==> config.mk <==
export PLATFORM = sky130hd
export DESIGN_NAME = pc_seq_ctrl_flat
export DESIGN_NICKNAME = d
export VERILOG_FILES = /design/src/rtl/pc_seq_ctrl_if.sv /design/src/rtl/pc_seq_ctrl.sv /design/src/flat_wrapper.sv
export SDC_FILE = /design/constraint.sdc
export NUM_CORES = 1
export LEC_CHECK = 0
export CORE_MARGIN = 4
export CORE_UTILIZATION = 30
export CTS_CLUSTER_DIAMETER = 50
export CTS_CLUSTER_SIZE = 24
export DETAILED_ROUTE_END_ITERATION = 12
export PLACE_DENSITY = 0.63
export SLEW_MARGIN = 40
export SYNTH_ARGS = -nofsm -noshare
export SYNTH_HDL_FRONTEND = slang
export SYNTH_SLANG_ARGS = --single-unit
==> constraint.sdc <==
create_clock -name clk -period 1.8 [get_ports clk]
set_input_delay 0.45 -clock clk [delete_from_list [all_inputs] [get_ports clk]]
set_output_delay 0.45 -clock clk [all_outputs]
set_load 0.02 [all_outputs]
==> src/rtl/pc_seq_ctrl_if.sv <==
// rtl/pc_seq_ctrl_if.sv - decode/fetch/PC-register signal bundle for the PC sequencer
interface pc_seq_ctrl_if;
  logic       imem_ready;
  logic       stall;
  logic       supervisor;
  logic       illop;
  logic       is_jmp;
  logic       is_br;
  logic       br_taken;
  logic       irq;
  logic [2:0] PCSEL;
  logic       pc_en;
  logic       annul;
  logic       xp_wr;
  logic       irq_ack;
  logic       fetch_fault;

  modport master (
    output imem_ready, stall, supervisor, illop, is_jmp, is_br, br_taken, irq,
    input  PCSEL, pc_en, annul, xp_wr, irq_ack, fetch_fault
  );

  modport slave (
    input  imem_ready, stall, supervisor, illop, is_jmp, is_br, br_taken, irq,
    output PCSEL, pc_en, annul, xp_wr, irq_ack, fetch_fault
  );
endinterface

==> src/rtl/pc_seq_ctrl.sv <==
// rtl/pc_seq_ctrl.sv - Beta PC sequencer: PCSEL/pc_en decode, trap flush, irq sync/ack
// Optional fetch-timeout fault enabled by defining FETCH_TIMEOUT_EN.
module pc_seq_ctrl #(
  parameter int IRQ_SYNC_STAGES = 2,
  parameter int FLUSH_CYCLES    = 1,
  parameter int TIMEOUT_CYCLES  = 64
) (
  input  logic          clk,
  input  logic          RESET,
  pc_seq_ctrl_if.slave  bus
);

  localparam logic [2:0] SEL_PC4  = 3'd0;
  localparam logic [2:0] SEL_BR   = 3'd1;
  localparam logic [2:0] SEL_JMP  = 3'd2;
  localparam logic [2:0] SEL_ILL  = 3'd3;
  localparam logic [2:0] SEL_IRQ  = 3'd4;

  typedef enum logic {RUN, FLUSH} state_t;

  state_t                     state_q, state_d;
  logic [2:0]                 flush_q, flush_d;
  logic [IRQ_SYNC_STAGES-1:0] irq_sync_q;
  logic                       pend_q;
  logic                       irq_pending;
  logic                       to_hit;

  logic [2:0] pcsel;
  logic       pc_en, annul, xp_wr, irq_ack, fetch_fault;

  // The last sync stage counts as pending immediately so source latency equals the sync depth.
  assign irq_pending = pend_q | irq_sync_q[IRQ_SYNC_STAGES-1];

`ifdef FETCH_TIMEOUT_EN
  localparam int TW = $clog2(TIMEOUT_CYCLES + 1);
  logic [TW-1:0] to_q, to_d;

  assign to_hit = (state_q == RUN) && !bus.imem_ready &&
                  (to_q == TW'(TIMEOUT_CYCLES - 1));

  always_comb begin
    to_d = '0;
    if (state_q == RUN && !bus.imem_ready && !to_hit)
      to_d = to_q + TW'(1);
  end

  always_ff @(posedge clk) begin
    if (RESET) to_q <= '0;
    else       to_q <= to_d;
  end
`else
  assign to_hit = 1'b0;
`endif

  always_ff @(posedge clk) begin
    if (RESET) begin
      state_q    <= RUN;
      flush_q    <= '0;
      irq_sync_q <= '0;
      pend_q     <= 1'b0;
    end else begin
      state_q    <= state_d;
      flush_q    <= flush_d;
      irq_sync_q <= {irq_sync_q[IRQ_SYNC_STAGES-2:0], bus.irq};
      pend_q     <= irq_ack ? 1'b0 : irq_pending;
    end
  end

  always_comb begin
    state_d     = state_q;
    flush_d     = flush_q;
    pcsel       = SEL_PC4;
    pc_en       = 1'b0;
    annul       = 1'b1;
    xp_wr       = 1'b0;
    irq_ack     = 1'b0;
    fetch_fault = 1'b0;
    if (!RESET) begin
      case (state_q)
        RUN: begin
          if (to_hit) begin
            pcsel       = SEL_ILL;
            pc_en       = 1'b1;
            xp_wr       = 1'b1;
            fetch_fault = 1'b1;
            state_d     = FLUSH;
            flush_d     = 3'(FLUSH_CYCLES);
          end else if (bus.imem_ready && !bus.stall) begin
            if (bus.illop) begin
              pcsel   = SEL_ILL;
              pc_en   = 1'b1;
              xp_wr   = 1'b1;
              state_d = FLUSH;
              flush_d = 3'(FLUSH_CYCLES);
            end else if (irq_pending && !bus.supervisor) begin
              pcsel   = SEL_IRQ;
              pc_en   = 1'b1;
              xp_wr   = 1'b1;
              irq_ack = 1'b1;
              state_d = FLUSH;
              flush_d = 3'(FLUSH_CYCLES);
            end else begin
              pc_en = 1'b1;
              annul = 1'b0;
              if (bus.is_jmp)                    pcsel = SEL_JMP;
              else if (bus.is_br && bus.br_taken) pcsel = SEL_BR;
            end
          end
        end
        FLUSH: begin
          flush_d = flush_q - 3'd1;
          if (flush_q <= 3'd1) state_d = RUN;
        end
        default: state_d = RUN;
      endcase
    end
  end

  assign bus.PCSEL       = pcsel;
  assign bus.pc_en       = pc_en;
  assign bus.annul       = annul;
  assign bus.xp_wr       = xp_wr;
  assign bus.irq_ack     = irq_ack;
  assign bus.fetch_fault = fetch_fault;

endmodule

==> src/flat_wrapper.sv <==
// flat-port wrapper written by rule: the top's interface ports become plain ports
module pc_seq_ctrl_flat 
#(
  parameter int IRQ_SYNC_STAGES = 2,
  parameter int FLUSH_CYCLES    = 1,
  parameter int TIMEOUT_CYCLES  = 64
)
  (clk, RESET, bus_imem_ready, bus_stall, bus_supervisor, bus_illop, bus_is_jmp, bus_is_br, bus_br_taken, bus_irq, bus_PCSEL, bus_pc_en, bus_annul, bus_xp_wr, bus_irq_ack, bus_fetch_fault);
  pc_seq_ctrl_if bus_i ();
  input  logic clk;
  input  logic RESET;
  input wire logic [$bits(bus_i.imem_ready)-1:0] bus_imem_ready;
  input wire logic [$bits(bus_i.stall)-1:0] bus_stall;
  input wire logic [$bits(bus_i.supervisor)-1:0] bus_supervisor;
  input wire logic [$bits(bus_i.illop)-1:0] bus_illop;
  input wire logic [$bits(bus_i.is_jmp)-1:0] bus_is_jmp;
  input wire logic [$bits(bus_i.is_br)-1:0] bus_is_br;
  input wire logic [$bits(bus_i.br_taken)-1:0] bus_br_taken;
  input wire logic [$bits(bus_i.irq)-1:0] bus_irq;
  output wire logic [$bits(bus_i.PCSEL)-1:0] bus_PCSEL;
  output wire logic [$bits(bus_i.pc_en)-1:0] bus_pc_en;
  output wire logic [$bits(bus_i.annul)-1:0] bus_annul;
  output wire logic [$bits(bus_i.xp_wr)-1:0] bus_xp_wr;
  output wire logic [$bits(bus_i.irq_ack)-1:0] bus_irq_ack;
  output wire logic [$bits(bus_i.fetch_fault)-1:0] bus_fetch_fault;
  assign bus_i.imem_ready = bus_imem_ready;
  assign bus_i.stall = bus_stall;
  assign bus_i.supervisor = bus_supervisor;
  assign bus_i.illop = bus_illop;
  assign bus_i.is_jmp = bus_is_jmp;
  assign bus_i.is_br = bus_is_br;
  assign bus_i.br_taken = bus_br_taken;
  assign bus_i.irq = bus_irq;
  assign bus_PCSEL = bus_i.PCSEL;
  assign bus_pc_en = bus_i.pc_en;
  assign bus_annul = bus_i.annul;
  assign bus_xp_wr = bus_i.xp_wr;
  assign bus_irq_ack = bus_i.irq_ack;
  assign bus_fetch_fault = bus_i.fetch_fault;
  pc_seq_ctrl #(.IRQ_SYNC_STAGES(IRQ_SYNC_STAGES), .FLUSH_CYCLES(FLUSH_CYCLES), .TIMEOUT_CYCLES(TIMEOUT_CYCLES)) u_core (.clk(clk), .RESET(RESET), .bus(bus_i));
endmodule
Word-level counts from Yosys, hierarchy flattened
Index checks and enable logic that the tools add are counted.
Storage, ports and cells
  word-level logic and storage cells: 45
  register bits after elaboration: 7
  output and inout bits: 8
  input bits: 10
Cells by class
  reductions and logical operators: 7
  bitwise operators: 2
  $add $sub $neg: 1
  multiplexer cells: 28
  eq/ne operators: 2
  order comparisons: 1
Operator list (number)
  $mux W3: 9
  $mux W1: 17
  $pmux W3 S2: 1
  $le A3 B1 Y1 const B: 1
  $logic_and A1 B1 Y1: 3
  $ne A3 B2 Y1 const B: 1
  $sub A3 B1 Y3 const B: 1
  $logic_not A1 Y1: 2
  $ne A2 B1 Y1 const B: 1
  $pmux W1 S2: 1
  $reduce_and A2 Y1: 1
  $reduce_or A2 Y1: 1
  $not A1 Y1: 1
  $or A1 B1 Y1: 1

Logic depth before layout (Yosys ltp)
Gate-level depths: netlist (run 1).
  depth after elaboration: 8
  mapped depth: 5
  gate-level depth less buffers: 5

Worst setup path after synthesis (run 1)
Ideal clock, no wire load.
  path kind: input port to output port
  from: input bus_stall
  to: output bus_PCSEL[2]
  buffers on the path: 1
  stages on the path: 3
  path slack: -0.254 ns
  required time: 1.350 ns
  arrival time: 1.604 ns
  path through: or4b_4 -> nor3_2 -> buf_4
Between the ends
  word-level cells in the longest chain between the ends: 5
Ends and longest elaborated chain
  from (decl): RTL line flat_wrapper.sv:13  | input wire logic [$bits(bus_i.stall)-1:0] bus_stall;
  $logic_not A1 Y1: RTL line pc_seq_ctrl.sv:88  | end else if (bus.imem_ready && !bus.stall) begin
  $logic_and A1 B1 Y1: RTL line pc_seq_ctrl.sv:88
  $mux W3: RTL line pc_seq_ctrl.sv:88
  $mux W3: RTL line pc_seq_ctrl.sv:79  | case (state_q)
  $mux W3: RTL line pc_seq_ctrl.sv:78  | if (!RESET) begin
  to (decl): RTL line flat_wrapper.sv:20  | output wire logic [$bits(bus_i.PCSEL)-1:0] bus_PCSEL;
Every way passes these cells.

Worst setup path after layout (run 1)
  from: register u_core.state_q
  to: output bus_PCSEL[2]
Between the ends
  word-level cells in the longest chain between the ends: 2
Ends and longest elaborated chain
  from (decl): RTL line pc_seq_ctrl.sv:21  | state_t state_q, state_d;
  from (signal assigned): RTL line pc_seq_ctrl.sv:62  | state_q <= state_d;
  $mux W3: RTL line pc_seq_ctrl.sv:79
  $mux W3: RTL line pc_seq_ctrl.sv:78
Every way passes these cells.

==> summary.txt, run 1 <==
Floorplanning
  – Die Footprint: around 2000 µm²
  – I/O pin cnt: 18
  – Die Height: approximately 45 µm
  – Die Wd: 44.82 µm
  – Initial core utilization: 31.65%
  – Rows: 13
  – Core area: between 1000 and 1500 µm²

Layout
  – Area Growth Syn to Fin: 59.38%
  – Most frequent cells in the layout: buf_4 (10), dfxtp_1 (7), a21oi_1 (5), buf_6 (5)
  – Diodes inserted: 0
  – Finished Layout Cells: 85
  – Post-route cell area: between 600 and 700 µm²
  – Layout cells sized above 1: between 30% and 40%
  – Final core utilization: 50.44%
  – Fin nets: 83
  – Most common cell after layout, fill and taps aside: buf_4

Timing
  – Final setup violation count: 6
  – RSZ-0062 raised after global routing: yes
  – Final period util: 105.8%
  – Fin worst setup slack: -0.1040 ns
  – Total negative slack: -0.5310 ns
  – Minimum clock period: approximately 1.9 ns
  – Slew Viols, Final: 0
  – Final hold vios: 0
  – Worst hold slack: ~0.43 ns
  – Fmax: 525.2 MHz
  – Max Clock Skew: 0.002792 ns

Synth
  – Number of synthesized register bits: 7
  – Top cells by area, synth: dfxtp_1 (34%), a21oi_1 (6.2%), ha_1 (6.2%)
  – Distinct cells, synth: 26
  – Post-Syn Area: just over 400 µm²
  – Synth warnings: 0
  – Mean Syn Cell Area: between 8 and 9 µm²
  – Synth Net Count: 58
  – Post-synth EDFFs: 0
  – Async set-reset flop share out of synthesis: 0%
  – Sequential-to-total area share from yosys stat: 34.46%
  – Cell accounting for the most synthesized area: dfxtp_1
  – Post-synth top flop: dfxtp_1
  – Mapped Cells: between 40 and 50
  – Area share of the largest cell type after synthesis: between 30% and 40%

Drt
  – DRC: 0
  – DRT iter0 DRCs: 4
  – Routed vias: a little over 400
  – Drt total wl: roughly 950 µm
  – Via-per-instance ratio: between 4 and 5
  – Pre-antenna DRT Iters: 4
  – Post-DRT Antenna Nets: 0
  – Routed WL per cell: approximately 11 µm

Outcome
  – Status: complete, but fails checks
  – Failing checks: negative setup slack

Placed design
  – Placed instance area: 628.1 µm²
  – DP Worst Slack: -0.9171 ns
  – Gp weighted congestion: approximately 0.75
  – Placed Cells: 81
  – Post-DP HPWL: between 700 and 800 µm
  – Port Buffers: 16

Setup path
  – Critical path, cell by cell: or4b_4 -> nor3_4 -> buf_6
  – Worst Path Required: about 1.4 ns
  – Critical path startpoint category: flop
  – Crit path buf inv count: 1
  – WS Path Type: reg2out
  – Reg2Reg Setup Slack: 0.54 ns
  – Arr. time, crit path: roughly 1.5 ns
  – CP delay by family, top: simple AND/OR/NAND/NOR gates
  – Worst Path Max Fanout: 5
  – Critical Path Sink Type: output pin
  – CP peak stage delay: 0.58 ns
  – Slowest cell on the critical path: or4b_4

Clocking
  – Clock Latency Late Sink: 0.25 ns
  – Worst-path clk slew: about 0.05 ns
  – Max Root-Sink Buffers: 2
  – Sink Count: 7
  – Cts bufs inserted: 3
  – CTS H-tree depth: 1
  – Root buf cell: clkbuf_4
  – CTS tree: yes

Global routing
  – First-pass GRT wire length: between 1.5 and 2 mm
  – Global Route Usage Sum: 10.25%
  – Grt ovf: 0
  – Antenna violations before repair: 0
  – Largest net degree at the start of global routing: 11
  – Vias in the first global route: approximately 370

Min path
  – Worst min path class: reg2reg

Pwr
  – Total Power: roughly 410 µW
  – Power density cells: between 600 and 700 nW/µm²
  – Worst IR Drop VDD: roughly 0.29 mV
  – Leakage: about 0.28 nW

Flow run
  – Max-cap violations: 0
## cells by family (layout without fill, tap and decap cells)
group                    Yosys count  in the layout  share of synthesized area (%)
AO/OA/AOI/OAI                     13             13                          24.00
adder cells (fa/ha/maj)            2              2                          6.153
buffers and inverters              9             33                          10.46
flip-flops                         7              7                          34.46
other                              1              1                         0.9222
AND/OR/NAND/NOR                   14             14                          24.00
## layout make-up
class	count	area [µm²]
tap	15	18.77
clock buffer	4	26.28
fill	134	636.9
timing repair buffer	24	209.0
multi-input combinational	30	235.2
sequential	7	140.1
inverter	5	18.77
## synthesized netlist by cell type (2+ instances only)
library cell	instances
a21oi_1	5
a31oi_1	2
buf_4	2
dfxtp_1	7
ha_1	2
inv_1	4
nor2_1	3
nor2b_1	2
o41ai_1	2
## path summary, 6_finish.rpt
kind                                           start              endpoint  cells after the start
worst min-delay path            u_core.irq_sync_q[0]  u_core.irq_sync_q[1]                      1
worst max register to register     u_core.flush_q[0]     u_core.flush_q[1]                      4
worst max-delay path                  u_core.state_q          bus_PCSEL[2]                      3
worst min register to register  u_core.irq_sync_q[0]  u_core.irq_sync_q[1]                      1
## power by group
part | total [mW] | switching (mW) | leakage (nW) | internal, mW
Sequential | 0.173 | 0.00768 | 0.0575 | 0.165
Combinational | 0.0942 | 0.0424 | 0.210 | 0.0518
Clock | 0.141 | 0.0562 | 0.0150 | 0.0845
## flip-flops by register name (all words and copies together) (netlist names)
signal and flops:
u_core.flush_q 3, u_core.state_q 1, u_core.irq_sync_q 2, u_core.pend_q 1
## routing by layer
layer	part of all wire (%)	vias to the layer above	global-route usage, %
li1	-	212	-
met1	43	181	11.86
met2	43	18	16.91
met3	14	2	3.187
met4	0.84	0	5.263
met5	0	-	0
## worst register-to-register path: cells and delay by family, from the launching register on
kind	cells	cell delay, ns
buffers and inverters	1	0.07
AND/OR/NAND/NOR	1	0.37
adder cells (fa/ha/maj)	1	0.27
AO/OA/AOI/OAI	1	0.06
flip-flops	1	0.39
## repair_timing
action / 4_1_cts / 5_1_grt
hold buffers: 0 / 0
buffers inserted: 0 / 0
resized for setup: 52 / 0
endpoints found under the setup margin: 7 / 7
pin swaps: 2 / 0
No activity file was read; power rests on OpenSTA's default activity.
==> run 2: changes to the inputs <==
--- a/config.mk
+++ b/config.mk
@@ -5,12 +5,12 @@
 export SDC_FILE = /design/constraint.sdc
 export NUM_CORES = 1
 export LEC_CHECK = 0
-export CORE_MARGIN = 4
-export CORE_UTILIZATION = 30
+export CORE_AREA = 4 4 41 43
 export CTS_CLUSTER_DIAMETER = 50
 export CTS_CLUSTER_SIZE = 24
 export DETAILED_ROUTE_END_ITERATION = 12
-export PLACE_DENSITY = 0.63
+export DIE_AREA = 0 0 45 47
+export PLACE_DENSITY = 0.64
 export SLEW_MARGIN = 40
 export SYNTH_ARGS = -nofsm -noshare
 export SYNTH_HDL_FRONTEND = slang
==> summary.txt, run 2 (synthesis gave the netlist of run 1 again) <==
Outcome
  – Status: complete, but fails checks
  – Failing checks: negative setup slack

Timing
  – Max Clock Skew: 0.004268 ns (+0.001476 ns)
  – Fmax: 527.5 MHz (+0.44%)
  – Final period util: 105.3% (-0.46 points)
  – Worst hold slack: 0.4358 ns (+0.0007720 ns)
  – Final setup violation count: 6 (unchanged)
  – Minimum clock period: 1.896 ns (-0.008343 ns)
  – RSZ-0062 raised after global routing: yes
  – Fin worst setup slack: -0.09570 ns (+0.008343 ns)
  – Total negative slack: -0.4585 ns (+0.07253 ns)
  – Final hold vios: 0 (unchanged)
  – Slew Viols, Final: 0 (unchanged)

Floorplanning
  – Initial core utilization: 31.25% (-0.40 points)
  – Rows: 13 (unchanged)
  – Core area: 1301 µm² (+1.3%)
  – I/O pin cnt: 18 (unchanged)
  – Die Height: 47 µm (+4.9%)
  – Die Footprint: 2115 µm² (+5.3%)
  – Die Wd: 45 µm (+0.41%)

Clocking
  – CTS tree: yes
  – CTS H-tree depth: 1 (unchanged)
  – Clock Latency Late Sink: 0.24 ns (about the same)
  – Max Root-Sink Buffers: 2 (unchanged)
  – Root buf cell: clkbuf_4
  – Cts bufs inserted: 3 (unchanged)
  – Sink Count: 7 (unchanged)
  – Worst-path clk slew: 0.05 ns (about the same)
  – Hold-fix buffers, CTS: 0 (unchanged)

Layout
  – Finished Layout Cells: 87 (+2.4%)
  – Top reg by flops: u_core.flush_q
  – Final core utilization: 50.96% (+0.52 points)
  – Fin nets: 85 (+2.4%)
  – Max reg flops: 3 (unchanged)
  – Area Growth Syn to Fin: 63.08%
  – Sequential cell area: 141.4 µm² (+0.89%)
  – Top Registers: u_core.flush_q x3, u_core.irq_sync_q x2
  – Diodes inserted: 0 (unchanged)
  – Most frequent cells in the layout: buf_4 (13), dfxtp_1 (6), a21oi_1 (5), buf_6 (5), clkdlybuf4s50_1 (5)
  – Area of the multi-input gates: 235.2 µm² (unchanged)
  – Fill count: 126 (-6.0%)
  – Layout cells sized above 1: 40.28% (+4.6 points)
  – Most common cell after layout, fill and taps aside: buf_4

Setup path
  – Worst Path Max Fanout: 5 (unchanged)
  – CP startpoint: RESET
  – Worst Path Required: 1.35 ns (about the same)
  – Critical Path Sink Type: output pin
  – WS Path Type: in2out
  – Reg2reg start: u_core.flush_q[0]
  – Critical path startpoint category: input port
  – Arr. time, crit path: 1.45 ns (about the same)

Pwr
  – Power density cells: 613.3 nW/µm² (-2.6%)
  – Worst IR Drop VDD: 0.4963 mV (+68%)
  – Total Power: 406.7 µW (-0.31%)
  – Leakage: 0.2913 nW (+3.0%)

Drt
  – Routed vias: 414 (+0.24%)
  – Post-DRT Antenna Nets: 0 (unchanged)
  – DRT iter0 DRCs: 6 (+2)
  – Drt total wl: 1.034 mm (+9.1%)
  – Routed WL per cell: 11.89 µm (+6.6%)
  – DRC: 0 (unchanged)
  – Pre-antenna DRT Iters: 4 (unchanged)
  – Via-per-instance ratio: 4.759 (-2.1%)

Global routing
  – Antenna violations before repair: 0 (unchanged)
  – Largest net degree at the start of global routing: 11 (unchanged)
  – First-pass GRT wire length: 1.656 mm (+7.2%)
  – Vias in the first global route: 396 (+6.7%)
  – Grt ovf: 0 (unchanged)
  – Global Route Usage Sum: 10.16% (-0.096 points)

Flow run
  – Max-cap violations: 0 (unchanged)

Min path
  – Hold Path Origin: u_core.irq_sync_q[0]
  – Worst min path class: reg2reg

Placed design
  – Placed Cells: 81 (unchanged)
  – Gp weighted congestion: 0.7595 (+1.6%)
  – Post-DP HPWL: 769.1 µm (+3.0%)
  – Port Buffers: 16 (unchanged)
==> run 2: cell types whose count changed in the layout (fill, tap and decap cells not counted), sizes merged <==
cell           delta
clkdlybuf4s50     +1
clkdlybuf4s15     -1
buf               +3
dlygate4sd2       -1
==> run 2: critical path, cell delays in order <==
cell     delay [ns]
buf_6          0.09
or4b_4         0.57
inv_2          0.10
nand3_2        0.09
buf_6          0.14
==> run 2: path summary, 6_finish.rpt <==
| path | slack (ns) | to | cells after the start |
|---|---|---|---|
| setup reg to reg | 0.53 | u_core.flush_q[1] | 4 |
| setup / recovery | -0.1 | bus_annul | 5 |
| hold reg to reg | 0.44 | u_core.irq_sync_q[1] | 1 |
| hold / removal | 0.44 | u_core.irq_sync_q[1] | 1 |
==> run 2: where the power goes <==
group / internal, mW / switching, mW
Combinational: 0.0559 / 0.0434
Sequential: 0.166 / 0.00804
Clock: 0.0840 / 0.0497
==> run 2: stage by stage <==
stage / area, µm² / setup slack (ns)
after detailed placement: 628.1 / -0.9261
after CTS: 650.6 / -0.09036
final: 663.1 / -0.09570
after global routing: 663.1 / -0.1575
after global placement: 628.1 / -0.8986
after floorplan: 412.9 / -0.1641
==> run 2: final cells by class <==
| cell class | count | area share, % |
|---|---|---|
| multi-input combinational | 30 | 35.47 |
| timing repair buffer | 26 | 33.58 |
| sequential | 7 | 21.32 |
| clock buffer | 4 | 3.962 |
| inverter | 5 | 2.830 |
| tap | 15 | 2.830 |
==> run 2: per-layer routing <==
layer  part of all wire (%)  track usage, %  up-vias
met5                      0               0        -
met4                      0               0        0
met3                     11           3.065        0
met2                     47           17.23       19
met1                     42           13.59      180
li1                       -               -      215
==> run 2: timing repair <==
action / in CTS / in global routing
endpoints found under the hold margin: 0 / 0
endpoints found under the setup margin: 7 / 7
buffers inserted: 2 / 0
gates resized for setup: 51 / 4
pin swaps: 2 / 0
